<file path="config.mk">
export PLATFORM = sky130hd
export DESIGN_NAME = tile_scan_renderer
export DESIGN_NICKNAME = d
export VERILOG_FILES = /design/src/rtl/tile_render_pkg.sv /design/src/rtl/tile_scan_counter.sv /design/src/rtl/tile_scan_renderer.sv
export SDC_FILE = /design/constraint.sdc
export NUM_CORES = 1
export LEC_CHECK = 0
export BUFFER_PORTS_ARGS = -buffer_cell sky130_fd_sc_hd__buf_4
export CAP_MARGIN = 30
export CORE_MARGIN = 2
export CORE_UTILIZATION = 26
export CTS_BUF_LIST = sky130_fd_sc_hd__clkbuf_16
export DETAILED_ROUTE_END_ITERATION = 10
export PLACE_DENSITY = 0.39
export SLEW_MARGIN = 5
export SYNTH_ARGS = -nofsm -noshare
export SYNTH_HDL_FRONTEND = slang
export SYNTH_HIERARCHICAL = 1
export SYNTH_SLANG_ARGS = --single-unit
</file>
<file path="constraint.sdc">
create_clock -name clk -period 6.2 [get_ports clk]
set_input_delay 0.62 -clock clk [delete_from_list [all_inputs] [get_ports clk]]
set_output_delay 0.62 -clock clk [all_outputs]
set_load 0.005 [all_outputs]
</file>
<file path="src/rtl/tile_render_pkg.sv">
// -----------------------------------------------------------------------------
// tile_render_pkg
//   Shared definitions for the tile/full-screen frame renderer:
//     - slot-state encoding (CLEAR/FADE/TARGET/HIT)
//     - ROM select codes: 0-3 tile sprites, 4-7 full-screen images
//     - renderer FSM state enum
// -----------------------------------------------------------------------------
package tile_render_pkg;

  typedef enum logic [1:0] {
    SLOT_CLEAR  = 2'd0,
    SLOT_FADE   = 2'd1,
    SLOT_TARGET = 2'd2,
    SLOT_HIT    = 2'd3
  } slot_state_e;

  localparam logic [2:0] ROM_SEL_CLEAR  = 3'd0;
  localparam logic [2:0] ROM_SEL_FADE   = 3'd1;
  localparam logic [2:0] ROM_SEL_TARGET = 3'd2;
  localparam logic [2:0] ROM_SEL_HIT    = 3'd3;
  localparam logic [2:0] ROM_SEL_TITLE1 = 3'd4;
  localparam logic [2:0] ROM_SEL_TITLE2 = 3'd5;
  localparam logic [2:0] ROM_SEL_WIN    = 3'd6;
  localparam logic [2:0] ROM_SEL_LOSE   = 3'd7;

  typedef enum logic [2:0] {
    ST_IDLE  = 3'd0,
    ST_LATCH = 3'd1,
    ST_SCAN  = 3'd2,
    ST_FLUSH = 3'd3,
    ST_DONE  = 3'd4
  } render_state_e;

  // Tile sprites occupy the lower half of the ROM select space.
  function automatic logic [2:0] tile_rom_sel(input logic [1:0] state);
    return {1'b0, state};
  endfunction

  // Full-screen images occupy the upper half, in img_sel order.
  function automatic logic [2:0] image_rom_sel(input logic [1:0] img);
    return ROM_SEL_TITLE1 | {1'b0, img};
  endfunction

endpackage

</file>
<file path="src/rtl/tile_scan_counter.sv">
// -----------------------------------------------------------------------------
// tile_scan_counter
//   Nested x/y raster counter. x is the inner loop, y the outer loop; both
//   start at 0 and stop at their (inclusive) limit inputs.
// Ports
//   clk, resetn  clock, synchronous active-low reset
//   clear        force both counters to 0 (wins over step)
//   step         advance one position; ignored when already at the last one
//   x_last       inclusive x limit
//   y_last       inclusive y limit
//   cx, cy       current position
//   last         position is (x_last, y_last)
// -----------------------------------------------------------------------------
module tile_scan_counter #(
  parameter int XW = 9,
  parameter int YW = 8
) (
  input  logic          clk,
  input  logic          resetn,
  input  logic          clear,
  input  logic          step,
  input  logic [XW-1:0] x_last,
  input  logic [YW-1:0] y_last,
  output logic [XW-1:0] cx,
  output logic [YW-1:0] cy,
  output logic          last
);

  logic row_end;

  assign row_end = (cx == x_last);
  assign last    = row_end && (cy == y_last);

  always_ff @(posedge clk) begin
    if (!resetn || clear) begin
      cx <= '0;
      cy <= '0;
    end else if (step && !last) begin
      if (row_end) begin
        cx <= '0;
        cy <= cy + 1'b1;
      end else begin
        cx <= cx + 1'b1;
      end
    end
  end

endmodule

</file>
<file path="src/rtl/tile_scan_renderer.sv">
// -----------------------------------------------------------------------------
// tile_scan_renderer
//   Frame renderer for the VGA path. Each accepted start scans either one
//   full-screen image or a grid of NUM_SLOTS tiles and emits one x/y/colour
//   plot per pixel. Sprite ROMs are external (rom_sel/rom_addr in, rom_colour
//   back one cycle later).
//
//   Optional feature macro: TILE_DIRTY_SKIP_EN
//     When defined, slots whose state matches the last drawn state are skipped
//     with zero cycles. The stored state is invalidated by reset and by any
//     full-screen frame.
//
// Ports
//   clk, resetn   clock, synchronous active-low reset
//   start         begin a frame (dropped while busy or in DONE)
//   mode          1 = full-screen image, 0 = tile grid
//   img_sel       full-screen image: 0 title1, 1 title2, 2 win, 3 lose
//   slot_state    2 bits per slot, slot i at [2i+1:2i]
//   rom_sel       ROM select (0-3 tile sprite, 4-7 image)
//   rom_addr      ROM address, data returns on rom_colour next cycle
//   rom_colour    ROM read data
//   x, y, colour  plot coordinates and colour
//   plot          x/y/colour valid this cycle
//   busy          frame in progress (LATCH through FLUSH)
//   done          one-cycle pulse after the last plot
// -----------------------------------------------------------------------------
module tile_scan_renderer
  import tile_render_pkg::*;
#(
  parameter int SCREEN_W  = 320,
  parameter int SCREEN_H  = 240,
  parameter int TILE_W    = 60,
  parameter int TILE_H    = 80,
  parameter int GRID_COLS = 2,
  parameter int NUM_SLOTS = 6,
  parameter int X_PITCH   = 260,
  parameter int Y_PITCH   = 80
) (
  input  logic                        clk,
  input  logic                        resetn,
  input  logic                        start,
  input  logic                        mode,
  input  logic [1:0]                  img_sel,
  input  logic [2*NUM_SLOTS-1:0]      slot_state,
  output logic [2:0]                  rom_sel,
  output logic [16:0]                 rom_addr,
  input  logic [2:0]                  rom_colour,
  output logic [$clog2(SCREEN_W)-1:0] x,
  output logic [$clog2(SCREEN_H)-1:0] y,
  output logic [2:0]                  colour,
  output logic                        plot,
  output logic                        busy,
  output logic                        done
);

  localparam int XW       = $clog2(SCREEN_W);
  localparam int YW       = $clog2(SCREEN_H);
  localparam int NUM_ROWS = (NUM_SLOTS + GRID_COLS - 1) / GRID_COLS;
  // Wide enough to hold NUM_SLOTS itself, so "no slot after this one" compares cleanly.
  localparam int SW       = $clog2(NUM_SLOTS + 1);

  if (NUM_SLOTS < 1 || NUM_SLOTS > 16 || GRID_COLS < 1 ||
      (GRID_COLS - 1) * X_PITCH + TILE_W > SCREEN_W ||
      (NUM_ROWS - 1) * Y_PITCH + TILE_H > SCREEN_H ||
      SCREEN_W * SCREEN_H > (1 << 17)) begin : g_bad_geometry
    $error("tile_scan_renderer: geometry puts a tile off screen or overflows rom_addr");
  end

  render_state_e         state;
  logic                  snap_mode;
  logic [1:0]            snap_img;
  logic [2*NUM_SLOTS-1:0] snap_slots;
  logic [SW-1:0]         slot;
  logic [XW-1:0]         base_x;
  logic [YW-1:0]         base_y;

  logic [XW-1:0] cnt_x;
  logic [YW-1:0] cnt_y;
  logic          cnt_last, cnt_clear, cnt_step;
  logic [XW-1:0] x_last;
  logic [YW-1:0] y_last;

  // Screen origin of each slot, stepped col/row counters (constant after elaboration).
  logic [XW-1:0] org_x [NUM_SLOTS];
  logic [YW-1:0] org_y [NUM_SLOTS];

  always_comb begin
    int col;
    int row;
    // NOTE: blocking assignments are correct here; col/row are combinational
    // temporaries that must update within the same loop iteration.
    col = 0;
    row = 0;
    for (int i = 0; i < NUM_SLOTS; i++) begin
      org_x[i] = XW'(col * X_PITCH);
      org_y[i] = YW'(row * Y_PITCH);
      if (col == GRID_COLS - 1) begin
        col = 0;
        row = row + 1;
      end else begin
        col = col + 1;
      end
    end
  end

  // Which slots of the latched snapshot need drawing this frame.
  logic [NUM_SLOTS-1:0] draw_mask;

`ifdef TILE_DIRTY_SKIP_EN
  logic [2*NUM_SLOTS-1:0] drawn_slots;
  logic                   drawn_valid;

  always_comb begin
    for (int i = 0; i < NUM_SLOTS; i++)
      draw_mask[i] = !drawn_valid || (snap_slots[2*i +: 2] != drawn_slots[2*i +: 2]);
  end

  // NOTE: drawn_slots is storage, not control; only its valid flag needs reset.
  always_ff @(posedge clk) begin
    if (!resetn) begin
      drawn_valid <= 1'b0;
    end else if (state == ST_LATCH) begin
      drawn_valid <= !snap_mode;
      if (!snap_mode)
        drawn_slots <= snap_slots;
    end
  end
`else
  assign draw_mask = '1;
`endif

  // Lowest slot to draw, and lowest slot to draw after the current one.
  logic [SW-1:0] first_slot, next_slot;
  logic          first_found, next_found;

  always_comb begin
    // NOTE: every output of this block gets a default first, so no latch is inferred.
    first_slot  = '0;
    first_found = 1'b0;
    next_slot   = '0;
    next_found  = 1'b0;
    for (int i = NUM_SLOTS - 1; i >= 0; i--) begin
      if (draw_mask[i]) begin
        first_slot  = SW'(i);
        first_found = 1'b1;
        if (SW'(i) > slot) begin
          next_slot  = SW'(i);
          next_found = 1'b1;
        end
      end
    end
  end

  assign x_last    = snap_mode ? XW'(SCREEN_W - 1) : XW'(TILE_W - 1);
  assign y_last    = snap_mode ? YW'(SCREEN_H - 1) : YW'(TILE_H - 1);
  assign cnt_clear = (state == ST_LATCH) ||
                     (state == ST_SCAN && cnt_last && !snap_mode && next_found);
  assign cnt_step  = (state == ST_SCAN) && !cnt_last;

  tile_scan_counter #(.XW(XW), .YW(YW)) u_counter (
    .clk    (clk),
    .resetn (resetn),
    .clear  (cnt_clear),
    .step   (cnt_step),
    .x_last (x_last),
    .y_last (y_last),
    .cx     (cnt_x),
    .cy     (cnt_y),
    .last   (cnt_last)
  );

  // ROM data for the address issued last cycle arrives alongside the registered plot.
  assign colour = plot ? rom_colour : 3'd0;

  always_ff @(posedge clk) begin
    if (!resetn) begin
      state      <= ST_IDLE;
      snap_mode  <= 1'b0;
      snap_img   <= '0;
      snap_slots <= '0;
      slot       <= '0;
      base_x     <= '0;
      base_y     <= '0;
      rom_sel    <= '0;
      rom_addr   <= '0;
      x          <= '0;
      y          <= '0;
      plot       <= 1'b0;
      busy       <= 1'b0;
      done       <= 1'b0;
    end else begin
      plot <= 1'b0;
      done <= 1'b0;
      case (state)
        ST_IDLE: begin
          if (start) begin
            state      <= ST_LATCH;
            busy       <= 1'b1;
            snap_mode  <= mode;
            snap_img   <= img_sel;
            snap_slots <= slot_state;
          end
        end

        ST_LATCH: begin
          rom_addr <= '0;
          if (snap_mode) begin
            rom_sel <= image_rom_sel(snap_img);
            base_x  <= '0;
            base_y  <= '0;
            state   <= ST_SCAN;
          end else if (first_found) begin
            slot    <= first_slot;
            rom_sel <= tile_rom_sel(snap_slots[2*first_slot +: 2]);
            base_x  <= org_x[first_slot];
            base_y  <= org_y[first_slot];
            state   <= ST_SCAN;
          end else begin
            state <= ST_DONE;
            busy  <= 1'b0;
            done  <= 1'b1;
          end
        end

        ST_SCAN: begin
          plot <= 1'b1;
          x    <= base_x + cnt_x;
          y    <= base_y + cnt_y;
          if (!cnt_last) begin
            rom_addr <= rom_addr + 1'b1;
          end else if (!snap_mode && next_found) begin
            slot     <= next_slot;
            rom_addr <= '0;
            rom_sel  <= tile_rom_sel(snap_slots[2*next_slot +: 2]);
            base_x   <= org_x[next_slot];
            base_y   <= org_y[next_slot];
          end else begin
            state <= ST_FLUSH;
          end
        end

        ST_FLUSH: begin
          state <= ST_DONE;
          busy  <= 1'b0;
          done  <= 1'b1;
        end

        default: state <= ST_IDLE;
      endcase
    end
  end

endmodule

</file>
# After elaboration in Yosys (flattened, before gate mapping)
# Memories as Yosys holds them, arrays and structs flattened.
# Index checks and enable logic that the tools add are counted.
[totals]
input_bits = 21
memories = 2
wordCells = 110
rom_bits = 136
regBits = 95
out_inout_bits = 43
[memory_table]
columns = ["memory", "words", "word_bits", "read_ports", "rd_clocked_by_memory_dff", "wr", "line", "rtl"]
rows = [
  ["(name not given)", 8, 9, 1, 0, 0, "tile_scan_renderer.sv:235", "base_x <= org_x[next_slot];"],
  ["(name not given)", 8, 8, 1, 0, 0, "tile_scan_renderer.sv:236", "base_y <= org_y[next_slot];"],
]
[classes]
n_bitwise = 1
n_reduce_logical = 22
addsub = 5
magnitude_cmp = 7
n_eq_ne = 11
mux = 45
n_shift = 1
[op_table]
columns = ["op", "count"]
rows = [
  ["9-bit two-way mux", 6],
  ["3-bit two-way mux", 16],
  ["8-bit two-way mux", 5],
  ["17-bit two-way mux", 2],
  ["17-bit one-hot mux with 2 select lines", 1],
  ["9-bit one-hot mux with 2 select lines", 1],
  ["17-bit by 1-bit adder with 17-bit output (second input constant)", 1],
  ["8-bit one-hot mux with 2 select lines", 1],
  ["3-bit one-hot mux with 2 select lines", 2],
  ["3-bit one-hot mux with 4 select lines", 1],
  ["12-bit by 5-bit indexed part select with 2-bit output", 1],
  ["9-bit by 1-bit adder with 9-bit output (second input constant)", 1],
  ["9-bit adder", 1],
  ["9-bit equality test", 1],
  ["1-bit two-way mux", 9],
  ["8-bit by 1-bit adder with 8-bit output (second input constant)", 1],
  ["8-bit adder", 1],
  ["8-bit equality test", 1],
  ["2-bit inequality test (second input constant)", 4],
  ["2-bit AND reduction", 4],
  ["1-bit logical AND", 7],
  ["3-bit by 2-bit equality test with 1-bit output (second input constant)", 2],
  ["1-bit by 3-bit > comparator with 1-bit output (first input constant)", 2],
  ["2-bit by 3-bit > comparator with 1-bit output (first input constant)", 2],
  ["13 further kinds", 19],
]

# Logic depth before layout (Yosys ltp)
[logic_depth]
ltp_word = 14
mapped_depth = 16
ltp_nobuf = 11

# Cells and area by module
# Netlist, hierarchy kept.
[by_module_without_submodules]
columns = ["mod", "cells_each", "instances", "seq_area_each_um2", "area_each_um2"]
rows = [
  ["tile_scan_renderer", 365, 1, 1281.2, 3017.9],
  ["tile_scan_counter", 153, 1, 340.3, 1159.9],
]

# Worst setup path before layout
# OpenSTA, ideal clock, no wires.
[synth_timing]
kind = "register -> register"
start = "register snap_mode"
end = "register u_counter.cy[6]"
t_required_ns = 6.130
slack_ns = 3.124
n_path_buf = 4
synth_period_minus_slack_ns = 3.076
path_stages_with_launch = 16
setup_ns = 0.070
arrival_time_ns = 3.005
cell_sequence = "dfxtp_1 > xor2_1 > nor4_2 > nand3_2 > buf_6 > nor3_1 > or4b_4 > buf_6 > clkinv_2 > buf_6 > clkbuf_1 > nand2_1 > nor2_1 > nand3_1 > or4_1 > a21oi_1"
[synth_between]
elab_cells_between_ends = 15
classes_between = "2 x eq/ne; 2 x mux; 11 x reduce/logical"
[synth_lines]
columns = ["element", "line", "rtl"]
rows = [
  ["start: declaration", "tile_scan_renderer.sv:70", "logic snap_mode;"],
  ["start signal: assignment", "tile_scan_renderer.sv:199", "snap_mode <= mode;"],
  ["9-bit two-way mux or 8-bit two-way mux (tied branches)", "tile_scan_renderer.sv:154, tile_scan_renderer.sv:155", ""],
  ["9-bit equality test or 8-bit equality test (tied branches)", "tile_scan_counter.sv:31, tile_scan_counter.sv:32", ""],
  ["1-bit logical AND *", "tile_scan_counter.sv:32", "assign last = row_end && (cy == y_last);"],
  ["via cnt_last", "tile_scan_renderer.sv:79", "logic cnt_last, cnt_clear, cnt_step;"],
  ["1-bit zero test *", "tile_scan_renderer.sv:158", "assign cnt_step = (state == ST_SCAN) && !cnt_last;"],
  ["1-bit logical AND *", "tile_scan_renderer.sv:158", ""],
  ["via cnt_step", "tile_scan_renderer.sv:79", ""],
  ["1-bit logical AND *", "tile_scan_counter.sv:38", "end else if (step && !last) begin"],
  ["2-bit AND reduction (no source line) *", "--", ""],
  ["end signal: assignment", "tile_scan_counter.sv:41", "cy <= cy + 1'b1;"],
  ["end: declaration", "tile_scan_counter.sv:25", "output logic [YW-1:0] cy,"],
]
# The timed path passes the listed nets; every way through them passes the cells marked *.
# A chain may end at the register's enable or synchronous reset.

# Worst setup path after layout
[layout_timing]
start = "register snap_mode"
end = "register rom_addr[5]"
[layout_between]
elab_chain_cells = 5
elab_cells_between_ends = 11
classes_between = "3 x eq/ne; 4 x mux; 4 x reduce/logical"
[layout_lines]
columns = ["element", "line", "rtl"]
rows = [
  ["9-bit two-way mux or 8-bit two-way mux (tied branches)", "tile_scan_renderer.sv:154, tile_scan_renderer.sv:155", ""],
  ["9-bit equality test or 8-bit equality test (tied branches)", "tile_scan_counter.sv:31, tile_scan_counter.sv:32", ""],
  ["1-bit logical AND *", "tile_scan_counter.sv:32", ""],
  ["via cnt_last", "tile_scan_renderer.sv:79", ""],
  ["17-bit two-way mux or 3-bit by 2-bit inequality test with 1-bit output (tied branches)", "--", ""],
  ["17-bit one-hot mux with 2 select lines or 2-bit AND reduction (tied branches)", "--", ""],
  ["end signal: assignment", "tile_scan_renderer.sv:230", "rom_addr <= rom_addr + 1'b1;"],
  ["end: declaration", "tile_scan_renderer.sv:46", "output logic [16:0] rom_addr,"],
]
# Marks and branches as above.

==> metrics.yaml <==
synth-edff-count: 0
nets: 606
synthAdderAreaFrac_pct: 2.88
hp-class: "reg2reg"
setup_violations: 0
synth_xor_area_share_pct: 5.45
area_growth_pct: 23.1
overflow: 0
clock_latency_ps: 350
cts_tree: "built"
drt_pre_antenna_iters: 4
finalCriticalPeriod_ps: 4050
routed-via-count: 3854
hold_viol: 0
avgSynthCellArea_um2: 8.07
crit_type: "reg2reg"
post-dp-hpwl_um: 8000
worst_setup_path_start_kind: "flop"
die_area_um2: 17100
cts_buffer_depth: 2
clock.fmax_ghz: 0.247
fin_area_um2: 5140
track_usage_pct: 14.4
place_area_um2: 4870
ant_nets: 0
synthDistinctLibCells: 62
drt-initial-drc-count: 261
synth_sequential_area_ratio_pct: 38.8
status: "finished, final reports clean"
worst_slew_pin_slew_ps: 749
cts_root_buf: "clkbuf_16"
syn_inst: 518
cts_resized: 0
layout_commonest_cell: "nand2_1"
rsz0062_at_grt: "false"
synth_compound_area_share_pct: 20.1
ioPinCount: 64
final_cell_mix: "89 x nand2_1, 81 x dfxtp_1, 66 x buf_4"
detail_route.wl_per_cell_um: 14.5
grt_pass1_wl_um: 19000
final-max-slew-violation-count: 0
final_core_util_pct: 32.6
synthSimpleGateAreaFrac_pct: 25.8
cts_buffers: 9
post-cts-setup-buffers: 0
drv_cap: 0
antenna_found_initial: 0
grt_pass1_vias: 3644
synth_flop_cell: "dfxtp_1"
num_rows: 46
start_util_pct: 26.5
fin_setup_tns_ps: 0
routed_via_density: 4.84
hold_buffers: 0
p_per_area_nw_per_um2: 225
port-buffer-count: 63
core_um2: 15800
cellLeakagePower_nw: 1.89
ir_drop_v: 0.000128
grt_max_degree: 32
h-tree-depth: 3
remaining_drc_errors: 0
worstPathMaxFanout: 23
dpl.cell_count: 781
finalClockSkew_ps: 10.5
chipWidth_um: 131
worstPathArrival_ps: 4330
synth.cell_area_um2: 4180
place.gp.congestion: 0.723
cts.sink_count: 81
fin_crit_sh_pct: 65.4
ys_seq_elements: 81
total_power_mw: 1.16
synth-async-reset-ratio_pct: 0
critPathRequiredTime_ps: 6480
slew_headroom_pct: 49.7
fin_cells: 797
dieHeight_um: 131
diodes: 0
synth_top_family_by_area: "simple AND/OR/NAND/NOR gates"
synth_mux_area_share_pct: 2.04
yosys_warnings: 6
end_kind: "flop"
cts.clk_slew.worst_paths_ps: 70
drive_gt1_share_pct: 17.0
wirelength_um: 11600
path summary, 6_finish.rpt:
| kind | start | end | slack [ps] | cells past startpoint |
|---|---|---|---|---|
| setup / recovery | snap_mode | rom_addr[5] | 2150 | 9 |
| hold / removal | y[6] | y[6] | 450 | 2 |
| setup reg to reg | snap_mode | rom_addr[5] | 2150 | 9 |
| hold reg to reg | y[6] | y[6] | 450 | 2 |
registers in the layout (all words and copies together) (netlist names), 2 cells and up:
register	count
y	8
snap_slots	12
u_counter/cx	9
state	3
slot	3
snap_img	2
rom_sel	3
u_counter/cy	8
base_y	2
x	9
rom_addr	17
cells by family after synthesis:
family,count (synthesis)
and+or+nand+nor,212
AOI/OAI and AO/OA,136
DFF,81
buffers and inverters,45
xor gates and xnor gates,26
adders and majority gates,9
muxes,7
other,2
cells in the mapped netlist, drive strengths merged (3+ instances only):
cell type | number | area (µm²)
ha | 8 | 100
a211oi | 11 | 82.6
nand3 | 25 | 135
o21ai | 22 | 110
xor2 | 11 | 96.3
dfxtp | 81 | 1620
inv | 12 | 45.0
clkbuf | 27 | 101
o2bb2ai | 3 | 26.3
nor2 | 27 | 101
nand2b | 6 | 37.5
nor4 | 5 | 58.8
o31ai | 9 | 67.6
xnor2 | 15 | 131
or4 | 5 | 37.5
o21bai | 3 | 22.5
mux2i | 4 | 40.0
a21oi | 57 | 285
nor3 | 7 | 40.0
o22ai | 3 | 18.8
nand4b | 4 | 35.0
and3 | 8 | 50.1
a41oi | 3 | 26.3
a31oi | 8 | 50.1
nor2b | 4 | 25.0
and2 | 3 | 18.8
o211ai | 4 | 30.0
nand2 | 89 | 334
buf | 5 | 43.8
or3 | 9 | 56.3
nand4 | 10 | 62.6
through the flow:
step | setup WS [ps] | hold slack (ps)
after floorplan | 3120 | 431
after global placement | 2310 | 447
after detailed placement | 2190 | 447
after CTS | 2160 | 456
after global routing | 1830 | 470
final | 2150 | 452
critical path, cell delays in order (launching register included):
cell and delay, ps:
dfxtp_1 650, xor2_1 150, nor4_2 360, nand3_2 400, nor3_1 750, or4b_4 350
clkinv_2 330, a221oi_2 600, o21ai_0 210, a21oi_1 160
power breakdown:
group / internal (mW) / leakage [nW] / switching (mW) / total [mW]
logic: 0.0441 / 1.10 / 0.0642 / 0.108
registers: 0.535 / 0.656 / 0.0135 / 0.548
clock network: 0.271 / 0.139 / 0.229 / 0.501
area by class of cell:
class	instances	area, µm²
clock buffers	9	225
clock inverters	7	47.5
fillers	1722	10600
inverters	13	50.0
multi-input cells	403	2400
flip-flops and latches	81	1620
well taps	216	270
repair buffers	68	527
routing by layer:
layer | GRT usage, % | wire length (µm)
met3 | 2.65 | 409
met1 | 19.7 | 5850
met5 | 0 | 0
met4 | 6.20 | 211
met2 | 22.3 | 5090
No activity file was read; power rests on OpenSTA's default activity.
